### src/rtl/cyclic_decoder_serial.sv
// cyclic_decoder_serial
// Serial single-error-correcting decoder for the systematic (7,4) cyclic
// code, g(x) = x^3 + x + 1. Code bits arrive c6 first; the corrected
// message bits m3..m0 leave under valid/ready flow control.
// Optional feature macro: CYC_DEC_STATS_EN (saturating corrected-frame
// counter on corr_cnt; tied to 0 when undefined).
module cyclic_decoder_serial #(
    parameter int CNT_W = 16
) (
    input  logic             clk,
    input  logic             rst_n,
    input  logic             in_valid,
    input  logic             in_bit,
    output logic             in_ready,
    output logic             out_valid,
    output logic             out_bit,
    output logic             out_last,
    output logic             out_err,
    input  logic             out_ready,
    output logic [CNT_W-1:0] corr_cnt
);

    logic [2:0] bit_cnt;
    logic [6:0] frame;
    logic [2:0] syn;
    logic       frame_done;
    logic [3:0] out_sr;
    logic [2:0] out_rem;
    logic       err_q;

    logic       accept;
    logic       take;
    logic       load;
    logic [2:0] syn_base;
    logic [2:0] syn_next;
    logic [3:0] flip;
    logic [3:0] data_fix;

    assign in_ready  = !frame_done;
    assign accept    = in_valid && in_ready;
    assign out_valid = (out_rem != 3'd0);
    assign take      = out_valid && out_ready;
    assign out_bit   = out_sr[3];
    assign out_last  = (out_rem == 3'd1);
    assign out_err   = err_q;

    // The output stage may take a new frame when empty or when its last
    // bit leaves this very cycle, so frames follow each other without a bubble.
    assign load = frame_done && ((out_rem == 3'd0) || ((out_rem == 3'd1) && out_ready));

    // Syndrome LFSR step; the first bit of a frame starts from zero.
    always_comb begin
        syn_base = (bit_cnt == 3'd0) ? 3'b000 : syn;
        syn_next = {syn_base[1], syn_base[0] ^ syn_base[2], in_bit ^ syn_base[2]};
    end

    // Map syndrome to a flipped data bit; parity positions leave data untouched.
    always_comb begin
        flip = 4'b0000;
        case (syn)
            3'b101:  flip = 4'b1000;
            3'b111:  flip = 4'b0100;
            3'b110:  flip = 4'b0010;
            3'b011:  flip = 4'b0001;
            default: flip = 4'b0000;
        endcase
        data_fix = frame[6:3] ^ flip;
    end

    // Input stage: shift in accepted bits, track position, flag a complete frame.
    always_ff @(posedge clk or negedge rst_n) begin
        if (!rst_n) begin
            bit_cnt    <= '0;
            frame      <= '0;
            syn        <= '0;
            frame_done <= 1'b0;
        end else if (accept) begin
            frame <= {frame[5:0], in_bit};
            syn   <= syn_next;
            if (bit_cnt == 3'd6) begin
                bit_cnt    <= '0;
                frame_done <= 1'b1;
            end else begin
                bit_cnt <= bit_cnt + 3'd1;
            end
        end else if (load) begin
            frame_done <= 1'b0;
            syn        <= '0;
        end
    end

    // Output stage: load corrected data, then shift one bit per handshake.
    always_ff @(posedge clk or negedge rst_n) begin
        if (!rst_n) begin
            out_sr  <= '0;
            out_rem <= '0;
            err_q   <= 1'b0;
        end else if (load) begin
            out_sr  <= data_fix;
            out_rem <= 3'd4;
            err_q   <= (syn != 3'b000);
        end else if (take) begin
            out_sr  <= {out_sr[2:0], 1'b0};
            out_rem <= out_rem - 3'd1;
        end
    end

`ifdef CYC_DEC_STATS_EN
    logic [CNT_W-1:0] corr_q;

    // Count loaded frames with a nonzero syndrome, saturating at all-ones.
    always_ff @(posedge clk or negedge rst_n) begin
        if (!rst_n) begin
            corr_q <= '0;
        end else if (load && (syn != 3'b000) && (corr_q != '1)) begin
            corr_q <= corr_q + 1'b1;
        end
    end

    assign corr_cnt = corr_q;
`else
    assign corr_cnt = '0;
`endif

endmodule

### config.mk
export PLATFORM = sky130hd
export DESIGN_NAME = cyclic_decoder_serial
export DESIGN_NICKNAME = d
export VERILOG_FILES = /design/src/rtl/cyclic_decoder_serial.sv
export SDC_FILE = /design/constraint.sdc
export NUM_CORES = 1
export LEC_CHECK = 0
export ABC_CLOCK_PERIOD_IN_PS = 3900
export CORE_AREA = 2 2 52 54
export DETAILED_ROUTE_END_ITERATION = 8
export DIE_AREA = 0 0 54 56
export GPL_TIMING_DRIVEN = 0
export MAX_ROUTING_LAYER = met4
export PLACE_DENSITY = 0.79
export SYNTH_ARGS = -nofsm -noshare
export SYNTH_HDL_FRONTEND = slang
export SYNTH_SLANG_ARGS = --single-unit
### constraint.sdc
create_clock -name clk -period 3.9 [get_ports clk]
set_input_delay 1.17 -clock clk [delete_from_list [all_inputs] [get_ports clk]]
set_output_delay 1.17 -clock clk [all_outputs]
set_load 0.005 [all_outputs]
# --- Word level (Yosys, flattened, before mapping) ---
# Index checks and enable logic that the tools add are counted.
# Widths: inputs -> output; s select.
totals:
  regBits: 22
  wordCells: 44
classes:
  add_sub_neg: 2
  n_eq_ne: 7
  n_mux: 12
  bitwise_logic: 3
  n_reduce_logical: 13
op_table:
  columns: ["operator", "n"]
  rows:
  - ["$mux 3", 6]
  - ["$pmux 4 s4", 1]
  - ["$eq 3x3->1 const B", 4]
  - ["$mux 4", 2]
  - ["$logic_not 3->1", 2]
  - ["$reduce_bool 3->1", 2]
  - ["$logic_and 1x1->1", 4]
  - ["$reduce_bool 2->1", 2]
  - ["$xor 4x4->4", 1]
  - ["$add 3x1->3 const B", 1]
  - ["$eq 3x1->1 const B", 1]
  - ["$eq 3x2->1 const B", 1]
  - ["$mux 1", 3]
  - ["$sub 3x1->3 const B", 1]
  - ["$ne 2x1->1 const B", 1]
  - ["$reduce_and 2->1", 1]
  - ["$xor 1x1->1", 2]
  - ["$logic_not 1->1", 1]
  - ["$logic_or 1x1->1", 1]

# --- Longest topological paths before layout ---
logic_depth:
  word_depth: 6
  ltp_mapped: 7

# --- Worst setup path before layout ---
# Ideal clock, no wire load.
synth_timing:
  kind: "input to register"
  start: "in out_ready"
  end: "reg out_sr[1]"
  setup_ns: 0.126
  arrival_ns: 1.890
  required_time_ns: 3.774
  path_slack_ns: 1.884
  path_stages: 5
  n_path_buf: 1
  cell_sequence: "a21oi_1 nor3_4 buf_6 nor2_1 a221o_1"
synth_via:
  elab_chain_len: 4
synth_lines:
  columns: ["item", "line_no", "text"]
  rows:
  - ["from (decl)", "19", "input logic out_ready,"]
  - ["$logic_and 1x1->1", "49", "assign load = frame_done && ((out_rem == 3'd0) || ((out_rem == 3'd1) && out_ready));"]
  - ["$logic_or 1x1->1", "49", null]
  - ["$logic_and 1x1->1", "49", null]
  - ["$mux 4 / $reduce_bool 2->1 (equally long branches)", null, null]
  - ["to (signal assigned)", "99", "out_sr <= data_fix;"]
  - ["to (signal assigned)", "103", "out_sr <= {out_sr[2:0], 1'b0};"]
  - ["to (decl)", "27", "logic [3:0] out_sr;"]
# Parallel ways exist; a longest one is shown, timed or not.
# A chain may end at the register's enable or synchronous reset.

# --- Worst setup path after layout ---
layout_timing:
  start: "reg out_rem[0]"
  end: "out out_valid"
layout_via:
  elab_chain_len: 1
layout_lines:
  columns: ["item", "line_no", "text"]
  rows:
  - ["from (decl)", "28", "logic [2:0] out_rem;"]
  - ["from (signal assigned)", "104", "out_rem <= out_rem - 3'd1;"]
  - ["$reduce_bool 3->1", "41", "assign out_valid = (out_rem != 3'd0);"]
  - ["to (decl)", "15", "output logic out_valid,"]
# No other way between the ends.

==> impl_metrics.env <==
export IMPL_status="finished, final reports clean"
export IMPL_final_nets=164
export IMPL_fp_row_count=18
export IMPL_timing_hold_ws_ns=0.4674
export IMPL_fin_crit_sh_pct=73.67
export IMPL_cts_resized=0
export IMPL_grt_pass1_wl_um=3436
export IMPL_syn_inst=127
export IMPL_final_area_um2=1460
export IMPL_grt_max_degree=23
export IMPL_coreArea_um2=2432
export IMPL_via_per_inst=4.703
export IMPL_maxCapViolCount=0
export IMPL_slew_viol_final=0
export IMPL_die_w_um=54
export IMPL_hpwl_um=1453
export IMPL_track_usage_pct=15.35
export IMPL_path_clk_slew_ns=0.13
export IMPL_cts_buffers=3
export IMPL_htreeDepth=1
export IMPL_yosysWarnings=0
export IMPL_area_growth_pct=19.33
export IMPL_rr_worst_depth=7
export IMPL_critPathSlowestCell="clkdlybuf4s50_1"
export IMPL_path_depth=4
export IMPL_postCtsSetupRepairBufs=0
export IMPL_cp_arrival_ns=1.70
export IMPL_numClockSinks=22
export IMPL_cpPeakStageDelay_ns=0.50
export IMPL_worstPathMaxFanout=4
export IMPL_synthDistinctLibCells=35
export IMPL_holdBufCountCts=0
export IMPL_ys_seq_area_share_pct=44.99
export IMPL_route_detailed_wl_per_inst_um=10.68
export IMPL_syn_area_per_cell_um2=9.635
export IMPL_utilization_pct=60.03
export IMPL_gp_congestion=0.7969
export IMPL_ios=26
export IMPL_power_density_nw_per_um2=693.1
export IMPL_min_period_ns=2.873
export IMPL_path_buf_inv=2
export IMPL_root_buffer="clkbuf_4"
export IMPL_layout_drive_gt1_share_pct=20.00
export IMPL_syn_area_um2=1224
export IMPL_setup_viol=0
export IMPL_startpoint_type="flop"
export IMPL_clk_path_buf_depth=2
export IMPL_wl_um=1976
export IMPL_overflow=0
export IMPL_drt_pass1_iterations=4
export IMPL_synth_seq_cells=22
export IMPL_drtIter0Drc=7
export IMPL_clk_latency_ns=0.32
export IMPL_place_area_um2=1408
export IMPL_vias=870
export IMPL_antenna_found_initial=0
export IMPL_relSlewSlack_pct=33.23
export IMPL_crit_chain="inv_1, ha_1, nand2b_4, clkdlybuf4s50_1"
export IMPL_fin_setup_tns_ns=0
export IMPL_fp_dieH_um=56
export IMPL_hold_viol_final=0
export IMPL_grt_pass1_vias=820
export IMPL_end_kind="primary output"
export IMPL_hold_path_depth=2
export IMPL_final_common_cell="nand2_1"
export IMPL_power_leakage_nw=0.7201
export IMPL_io_buffers=9
export IMPL_antenna_diode_count=0
export IMPL_die_area_um2=3024
export IMPL_fmax_mhz=348.1
export IMPL_worstMarginPinSlew_ns=0.9984
export IMPL_path_class="flop to primary output"
export IMPL_fillers=225
export IMPL_min_path_type="flop to flop"
export IMPL_required_ns=2.73
export IMPL_layout_common_cells="nand2_1, dfrtp_1, buf_4, conb_1, clkdlybuf4s50_1"
export IMPL_rsz0062_at_grt="false"
export IMPL_drtAntennaViolNets=0
export IMPL_initial_utilization_pct=50.31
export IMPL_peakVddDrop_v=0.0004620
export IMPL_cts_tree="done"
export IMPL_path_delay_family="buffers and inverters"
export IMPL_drc=0
export IMPL_clock_skew_ns=0.01656
## sequential cells by signal, indices dropped and copies added (netlist names)
name,cells
out_err,1
out_sr,4
syn,3
out_rem,3
frame,7
frame_done,1
bit_cnt,3
## cells in the mapped netlist (all sizes together)
master,number,area [um2]
conb,1,3.750
buf,18,136.4
a22o,1,10.01
and2b,2,16.27
o21ai,6,37.54
or2,1,8.760
nand4b,1,8.760
nand2b,2,20.02
nor3,3,26.28
a211oi,1,7.510
ha,3,37.54
a31oi,2,12.51
a221o,1,10.01
xnor2,6,52.55
a21o,1,7.510
nand3,2,10.01
inv,3,11.26
nor2b,1,6.260
a21oi,3,15.01
o32ai,1,8.760
dfrtp,22,550.5
mux2i,4,52.55
clkbuf,2,7.510
nand3b,3,22.52
o22ai,2,12.51
nor2,3,11.26
nand2,32,120.1
## per-layer routing
| layer | GRT usage, % | up-vias | wire [um] |
|---|---|---|---|
| li1 | - | 441 | - |
| met1 | 20.17 | 405 | 871 |
| met2 | 22.65 | 19 | 984 |
| met3 | 3.226 | 5 | 83 |
| met4 | 6.429 | 0 | 36 |
| met5 | - | - | 0 |
## kinds of logic (layout without fill, tap and decap cells)
logic type / count (synthesis) / after routing / synth area share (%)
flip-flops: 22 / 22 / 44.99
other: 1 / 16 / 0.3065
buffers and inverters: 23 / 36 / 12.68
XOR/XNOR: 6 / 6 / 4.294
AND/OR/NAND/NOR: 50 / 50 / 20.45
adder cells (fa/ha/maj): 3 / 3 / 3.068
multiplexers: 4 / 4 / 4.294
AO/OA/AOI/OAI: 18 / 18 / 9.918
## worst reg2reg max path: cells and delay by family (launching register included)
| family | cells | cell delay, ns |
|---|---|---|
| flip-flops | 1 | 0.45 |
| AO/OA/AOI/OAI | 2 | 0.34 |
| AND/OR/NAND/NOR | 2 | 0.28 |
| buffers and inverters | 2 | 0.28 |
| adder cells (fa/ha/maj) | 1 | 0.22 |
## power by group
group / switching (W) / leakage (nW) / internal, W
Clock: 0.0000703 / 0.0279 / 0.000104
Sequential: 0.0000971 / 0.280 / 0.000326
Combinational: 0.000197 / 0.412 / 0.000217
## area by class of cell
class | instances | area, um2 | share of cell area, %
Inverter | 3 | 11.26 | 0.7712
Clock inverter | 1 | 30.03 | 2.057
Clock buffer | 3 | 22.52 | 1.542
Timing Repair Buffer | 9 | 90.09 | 6.170
Multi-Input combinational cell | 97 | 574.3 | 39.33
Sequential cell | 22 | 550.5 | 37.70
Tap cell | 30 | 37.54 | 2.571
Buffer | 20 | 143.9 | 9.854
## final timing paths
| check | from | end | slack [ns] |
|---|---|---|---|
| setup reg to reg | out_rem[0] | out_sr[1] | 2.23 |
| max in group asynchronous | rst_n | bit_cnt[2] | 1.90 |
| min in group asynchronous | rst_n | out_rem[0] | 1.38 |
| hold reg to reg | frame[0] | frame[1] | 0.47 |
| setup / recovery | out_rem[0] | out_valid | 1.03 |
| hold / removal | frame[0] | frame[1] | 0.47 |
## stage by stage
step           total power [W]  setup WS (ns)  std cells
2_1_floorplan        0.0007245          1.884        142
3_5_place_dp         0.0008456          1.182        181
5_1_grt               0.001097         0.9519        185
3_3_place_gp         0.0008262          1.193        181
4_1_cts               0.001023          1.011        185
6_report              0.001012          1.027        185
Note: power is estimated with default switching activity, not from simulation.
